### src/rtl/dmem_port_arbiter.sv
// rtl/dmem_port_arbiter.sv - two-requester arbiter for the single synchronous dmem port
//
// Shares one data-memory port between the core LSU (port C, priority) and the
// boot/debug loader (port L). A starvation counter forces a loader win after
// MAX_STALL consecutive refusals. Read data returns one cycle after grant and is
// steered by a registered {valid, owner} tag.
//
// Ports:
//   clk, rstN                  clock (rising edge), asynchronous active-low reset
//   cReq/cWe/cAddr/cWData/cSize  core request, held until cGnt
//   cGnt, cRValid, cRData        core grant, load-data valid, load data
//   lReq/lWe/lAddr/lWData/lSize  loader request, held until lGnt
//   lGnt, lRValid, lRData        loader grant, load-data valid, load data
//   memAddr/memWData/memSize     access fields to dmem (from the winner)
//   memWEn, memREn               dmem write / read enables
//   memRData                     dmem read data, registered inside dmem

module dmem_port_arbiter #(
    parameter int unsigned MAX_STALL = 4,
    parameter int unsigned CNT_W     = 4
) (
    input  logic        clk,
    input  logic        rstN,

    input  logic        cReq,
    input  logic        cWe,
    input  logic [31:0] cAddr,
    input  logic [31:0] cWData,
    input  logic [2:0]  cSize,
    output logic        cGnt,
    output logic        cRValid,
    output logic [31:0] cRData,

    input  logic        lReq,
    input  logic        lWe,
    input  logic [31:0] lAddr,
    input  logic [31:0] lWData,
    input  logic [2:0]  lSize,
    output logic        lGnt,
    output logic        lRValid,
    output logic [31:0] lRData,

    output logic [31:0] memAddr,
    output logic [31:0] memWData,
    output logic [2:0]  memSize,
    output logic        memWEn,
    output logic        memREn,
    input  logic [31:0] memRData
);

    localparam logic [CNT_W-1:0] MAX_CNT = CNT_W'(MAX_STALL);

    logic [CNT_W-1:0] starve_cnt_q, starve_cnt_d;
    logic             rd_valid_q, rd_valid_d;
    logic             rd_owner_q, rd_owner_d;   // 1 = loader owns the pending read

    logic l_win;
    logic c_win;
    logic win_we;

    // Arbitration. Everything is gated by rstN so that all grants and enables
    // read as 0 while reset is held, even though the decision is combinational.
    always_comb begin
        l_win  = rstN & lReq & (~cReq | (starve_cnt_q == MAX_CNT));
        c_win  = rstN & cReq & ~l_win;
        win_we = l_win ? lWe : cWe;
    end

    always_comb begin
        cGnt     = c_win;
        lGnt     = l_win;
        // Idle cycles still present the core fields; the enables are what matter.
        memAddr  = rstN ? (l_win ? lAddr  : cAddr)  : 32'h0;
        memWData = rstN ? (l_win ? lWData : cWData) : 32'h0;
        memSize  = rstN ? (l_win ? lSize  : cSize)  : 3'b000;
        memWEn   = (l_win | c_win) & win_we;
        memREn   = (l_win | c_win) & ~win_we;
    end

    // Read return: dmem registers its rData, so data for a read granted in
    // cycle N is on memRData in cycle N+1, exactly when the tag is valid.
    always_comb begin
        cRValid = rd_valid_q & ~rd_owner_q;
        lRValid = rd_valid_q &  rd_owner_q;
        cRData  = rstN ? memRData : 32'h0;
        lRData  = rstN ? memRData : 32'h0;
    end

    always_comb begin
        rd_valid_d = memREn;
        rd_owner_d = l_win;
    end

    // Starvation counter: counts consecutive refused loader cycles, saturating
    // at MAX_CNT; any cycle without lReq or with lGnt restarts the count.
    always_comb begin
        starve_cnt_d = starve_cnt_q;
        if (!lReq || l_win) begin
            starve_cnt_d = '0;
        end else if (starve_cnt_q != MAX_CNT) begin
            starve_cnt_d = starve_cnt_q + CNT_W'(1);
        end
    end

    always_ff @(posedge clk or negedge rstN) begin
        if (!rstN) begin
            starve_cnt_q <= '0;
            rd_valid_q   <= 1'b0;
            rd_owner_q   <= 1'b0;
        end else begin
            starve_cnt_q <= starve_cnt_d;
            rd_valid_q   <= rd_valid_d;
            rd_owner_q   <= rd_owner_d;
        end
    end

endmodule
### config.mk
export PLATFORM = sky130hd
export DESIGN_NAME = dmem_port_arbiter
export DESIGN_NICKNAME = d
export VERILOG_FILES = /design/src/rtl/dmem_port_arbiter.sv
export SDC_FILE = /design/constraint.sdc
export NUM_CORES = 1
export LEC_CHECK = 0
export CORE_AREA = 2 2 121 123
export DETAILED_ROUTE_END_ITERATION = 10
export DIE_AREA = 0 0 123 125
export DONT_BUFFER_PORTS = 1
export SYNTH_ARGS = -nofsm -noshare
export SYNTH_HDL_FRONTEND = slang
export SYNTH_SLANG_ARGS = --single-unit
### constraint.sdc
create_clock -name clk -period 1.7 [get_ports clk]
set_input_delay 0.17 -clock clk [delete_from_list [all_inputs] [get_ports clk]]
set_output_delay 0.17 -clock clk [all_outputs]
set_load 0.005 [all_outputs]
-- After elaboration in Yosys (flattened, before gate mapping)
Index checks and enable logic that the tools add are counted.
Widths: inputs -> output; s select.
- latch bits: 0
- output and inout bits: 137
- memories: 0
- register bits: 6
- input port bits: 172
- RAM bits: 0
- word-level logic and storage cells: 33
- memory bits (read-only): 0
- shifts and indexed selects: 0
- mux-type cells: 10
- div/mod/pow operators: 0
- reductions and logical operators: 3
- multipliers: 0
- equal/unequal tests: 2
- add/subtract/negate cells: 1
- $lt $le $gt $ge: 0
- bitwise gates (word level): 14
- operators with widths (kind ; number):
    $mux 32 ; 5
    $and 1x1->1 ; 8
    $mux 4 ; 2
    $mux 3 ; 2
    $add 4x1->4 const B ; 1
    $eq 4x3->1 const B ; 1
    $ne 4x3->1 const B ; 1
    $not 1->1 ; 4
    $or 1x1->1 ; 2
    $reduce_bool 2->1 ; 1
    $logic_not 1->1 ; 1
    $logic_or 1x1->1 ; 1
    $mux 1 ; 1

-- Depth between registers and ports, before layout
- word-level depth: 7
- depth in mapped cells: 8
- gate-level depth less buffers: 5

-- Worst setup path before layout
Ideal clock, no wire load.
- path kind: reg-to-output
- from: register starve_cnt_q[0]
- to: output memSize[0]
- data required time: 1.530 ns
- data arrival time: 1.565 ns
- path buffers: 3
- setup slack: -0.035 ns
- cell stages (with the launch flop): 9
- cell sequence: dfrtp_1 > inv_1 > ha_1 > nand4b_1 > and3_1 > clkbuf_1 > buf_4 > buf_6 > a22o_1
- cells in the longest elaborated chain, start to end: 5
- ends and longest elaborated chain (element ; line ; text):
    start, declared ; 53 ; logic [CNT_W-1:0] starve_cnt_q, starve_cnt_d;
    start signal, assigned ; 111 ; starve_cnt_q <= starve_cnt_d;
    $eq 4x3->1 ; 64 ; l_win = rstN & lReq & (~cReq | (starve_cnt_q == MAX_CNT));
    $or 1x1->1 ; 64 ;
    $and 1x1->1 ; 64 ;
    $mux 3 (2 in series) ; 75 ; memSize = rstN ? (l_win ? lSize : cSize) : 3'b000;
    end, declared ; 45 ; output logic [2:0] memSize,
No other way between the ends.

-- Worst setup path after layout
- from: register starve_cnt_q[0]
- to: output memWData[0]
- cells in the longest elaborated chain, start to end: 5
- ends and longest elaborated chain (element ; line ; text):
    $eq 4x3->1 ; 64 ;
    $or 1x1->1 ; 64 ;
    $and 1x1->1 ; 64 ;
    via lGnt ; 39 ; output logic lGnt,
    $mux 32 (2 in series) ; 74 ; memWData = rstN ? (l_win ? lWData : cWData) : 32'h0;
    end, declared ; 44 ; output logic [31:0] memWData,
The timed path passes the listed nets, and every way through them passes these cells.

==> run summary <==
via count: 1780
power per cell area: 582 nW/um^2
TritonCTS buffer count: 3
final worst path period share: 116%
initial antenna violation count: 0
Slew @ Worst Pin: 0.333 ns
Worst slew margin: 77.8%
antenna cells: 0
Sink Count: 6
final setup vio count: 71
first drt pass iteration count: 4
Min Clock Period, post-route: 1.98 ns
Worst Skew: 0.000568 ns
Post-Syn Instances: 193
Peak VDD IR: 0.232 mV
Worst Setup Start Kind: register
WL per Instance: 27.7 um
Ys Warns: 0
met2 WL: 4.99 mm
DRT antenna net count: 0
outcome: complete, but fails checks
htree depth: 1
routed length on met1: 2.98 mm
area share of the largest cell type after synthesis: 38.8%
Clock Tree Root: clkbuf_16
Post-Route WL: 9.92 mm
layout cells sized above 1: 26.4%
CP max FO: 15
Starting DRT DRC Count: 122
GRT Util Overall: 10.8%
height of the die: 125 um
Post-Place Cells: 335
WHS: 0.0649 ns
first-pass GRT wire length: 11.7 mm
Mapped Area: 1510 sq um
top layer in use: met4
Post-Layout Cell Count: 358
Synth Register Bits: 6
top post-synthesis cells by area: a22o_1 39%, buf_4 17%, and2_1 14%
Hold Crit Class: in2reg
Initial Util: 10.7%
post-synth top area cell: a22o_1
Hold Startpoint: lReq
vias in the first global route: 1720
Final HPWL DP: 7.09 mm
GR Overflow Total: 0
die width: 123 um
FP Rows: 44
gp weighted congestion: 0.850
CTS tree: built
FF-to-FF Start: starve_cnt_q[0]$_DFFE_PN0P_
Clock Path Buffers: 2
critical path required time: 1.53 ns
failing checks: setup timing
CP endpoint kind: output port
# IOs: 309
leakage power: 0.000823 uW
Slew Viols, Final: 0
drt drc: 0
Worst Path Arrival: 1.81 ns
WL met3: 1.51 mm
Synth Net Count: 367
Max-Cap Viols: 0
IO buf count: 0
Seq/Total Area, Yosys: 9.93%
crit path from: starve_cnt_q[0]$_DFFE_PN0P_
core area: 14200 sq um
nets: 350
DR vias/cell: 4.97
setup repair after global routing missed its margin: yes
clock latency on the worst-skew pair: 0.23 ns
Avg Inst Size Synth: 7.84 sq um
Yosys cell types: 30
Setup WS post-layout: -0.277 ns
Peak Freq: 506 MHz
WS Path Type: reg2out
Final Hold Vio Count: 0
largest net degree at the start of global routing: 42
Area Growth Syn to Fin: 33.4%
die footprint: 15400 sq um
clock slew seen by the registers of the worst setup and hold paths: 0.03 ns
[state kept, by name, summed over array words and instances, names as in the netlist]
signal	cells
starve_cnt_q	4
rd_valid_q	1
rd_owner_q	1
[worst max-delay path: stages (launching register included)]
cell and delay (ns):
dfrtp_1 0.38, inv_2 0.08, ha_4 0.13, nand4b_1 0.22, a21oi_4 0.24, buf_6 0.16, buf_12 0.15, a22o_1 0.19
[kinds of logic (layout without fill, tap and decap cells)]
kind of cell / after synthesis / in the layout / synth area share, %
compound gates: 75 / 75 / 42.4
flops: 6 / 6 / 9.93
buf+inv: 55 / 36 / 23.7
simple gates: 53 / 53 / 21.0
fa+ha+maj: 2 / 2 / 1.65
xor+xnor: 1 / 1 / 0.579
mux: 1 / 1 / 0.662
[per-layer routing]
| layer | vias to the layer above | global-route usage, % |
|---|---|---|
| met5 | - | 0 |
| met4 | 0 | 6.15 |
| met3 | 24 | 4.43 |
| met2 | 252 | 19.2 |
| met1 | 848 | 10.4 |
| li1 | 656 | - |
[final cells by class]
cell class              count  area, sq um
well taps                 184          230
multi-input cells         132         1110
flip-flops and latches      6          150
clock buffers               3         75.1
inverters                   4         15.0
repair buffers             29          434
fillers                  1605        12200
[stage by stage]
| step | worst slack, ns | utilization [%] | cell area [sq um] | total power (uW) | setup TNS [ns] |
|---|---|---|---|---|---|
| after detailed placement | -0.0645 | 10.8 | 1530 | 596 | -2.26 |
| final | -0.277 | 14.2 | 2020 | 1180 | -17.37 |
| after CTS | -0.263 | 13.3 | 1900 | 1120 | -14.07 |
| after floorplan | 0.00102 | - | 1520 | 547 | 0 |
| after global routing | -0.344 | 14.2 | 2020 | 1230 | -22.05 |
| after global placement | 0.0203 | 10.8 | 1530 | 586 | 0 |
[repair_timing]
item | in CTS | in global routing
cloned | 5 | 4
hold endpoints to repair | 6 | 0
resized for setup | 19 | 10
hold buffers | 1 | 0
endpoints found under the setup margin | 71 | 71
pin swaps | 16 | 10
buffers inserted | 8 | 4
[report_power, final]
part / switching [uW] / internal (uW) / leakage, uW
registers: 10.4 / 156 / 0.0000805
logic: 310 / 311 / 0.000705
clock network: 84.9 / 302 / 0.0000370
[cell usage after synthesis]
master and instances:
a21oi_1 1, inv_1 4, nand4b_1 1, clkbuf_1 12
nand4_1 1, buf_6 3, nand2b_1 2, nand3_1 4
o21ai_0 1, a211oi_1 1, and3_1 1, buf_2 2
ha_1 2, nor2b_1 2, a22o_1 67, nor2_1 2
mux2i_1 1, dfrtp_1 6, nand2_1 3, o32ai_1 1
buf_4 34, a31oi_1 1, o22ai_1 1, o21a_1 1
xnor2_1 1, nor3_1 2, and3b_1 1, nand3b_1 1
a21oi_2 1, and2_1 33
[worst paths after layout]
path	slack (ns)	to	depth (start not counted)
max in group asynchronous	1.17	rd_valid_q$_DFF_PN0_	1
max	-0.28	memWData[0]	7
min in group asynchronous	0.29	starve_cnt_q[3]$_DFFE_PN0P_	1
min reg2reg	0.63	starve_cnt_q[3]$_DFFE_PN0P_	2
max reg2reg	0.04	starve_cnt_q[0]$_DFFE_PN0P_	9
min	0.06	starve_cnt_q[0]$_DFFE_PN0P_	1
[layout by cell type, fill, tap and decap left out, types with 2 or more instances in the layout]
cell type   n
and2_1     33
dfrtp_1     6
a22o_1     63
buf_6       5
buf_4      10
nor2_1      2
buf_12      6
nand2_1     3
clkbuf_16   6
nor2b_1     2
inv_2       2
nand3_1     4
nand2b_1    2
inv_1       2
buf_16      3
a22o_4      4
Note: power is estimated with default switching activity, not from simulation.
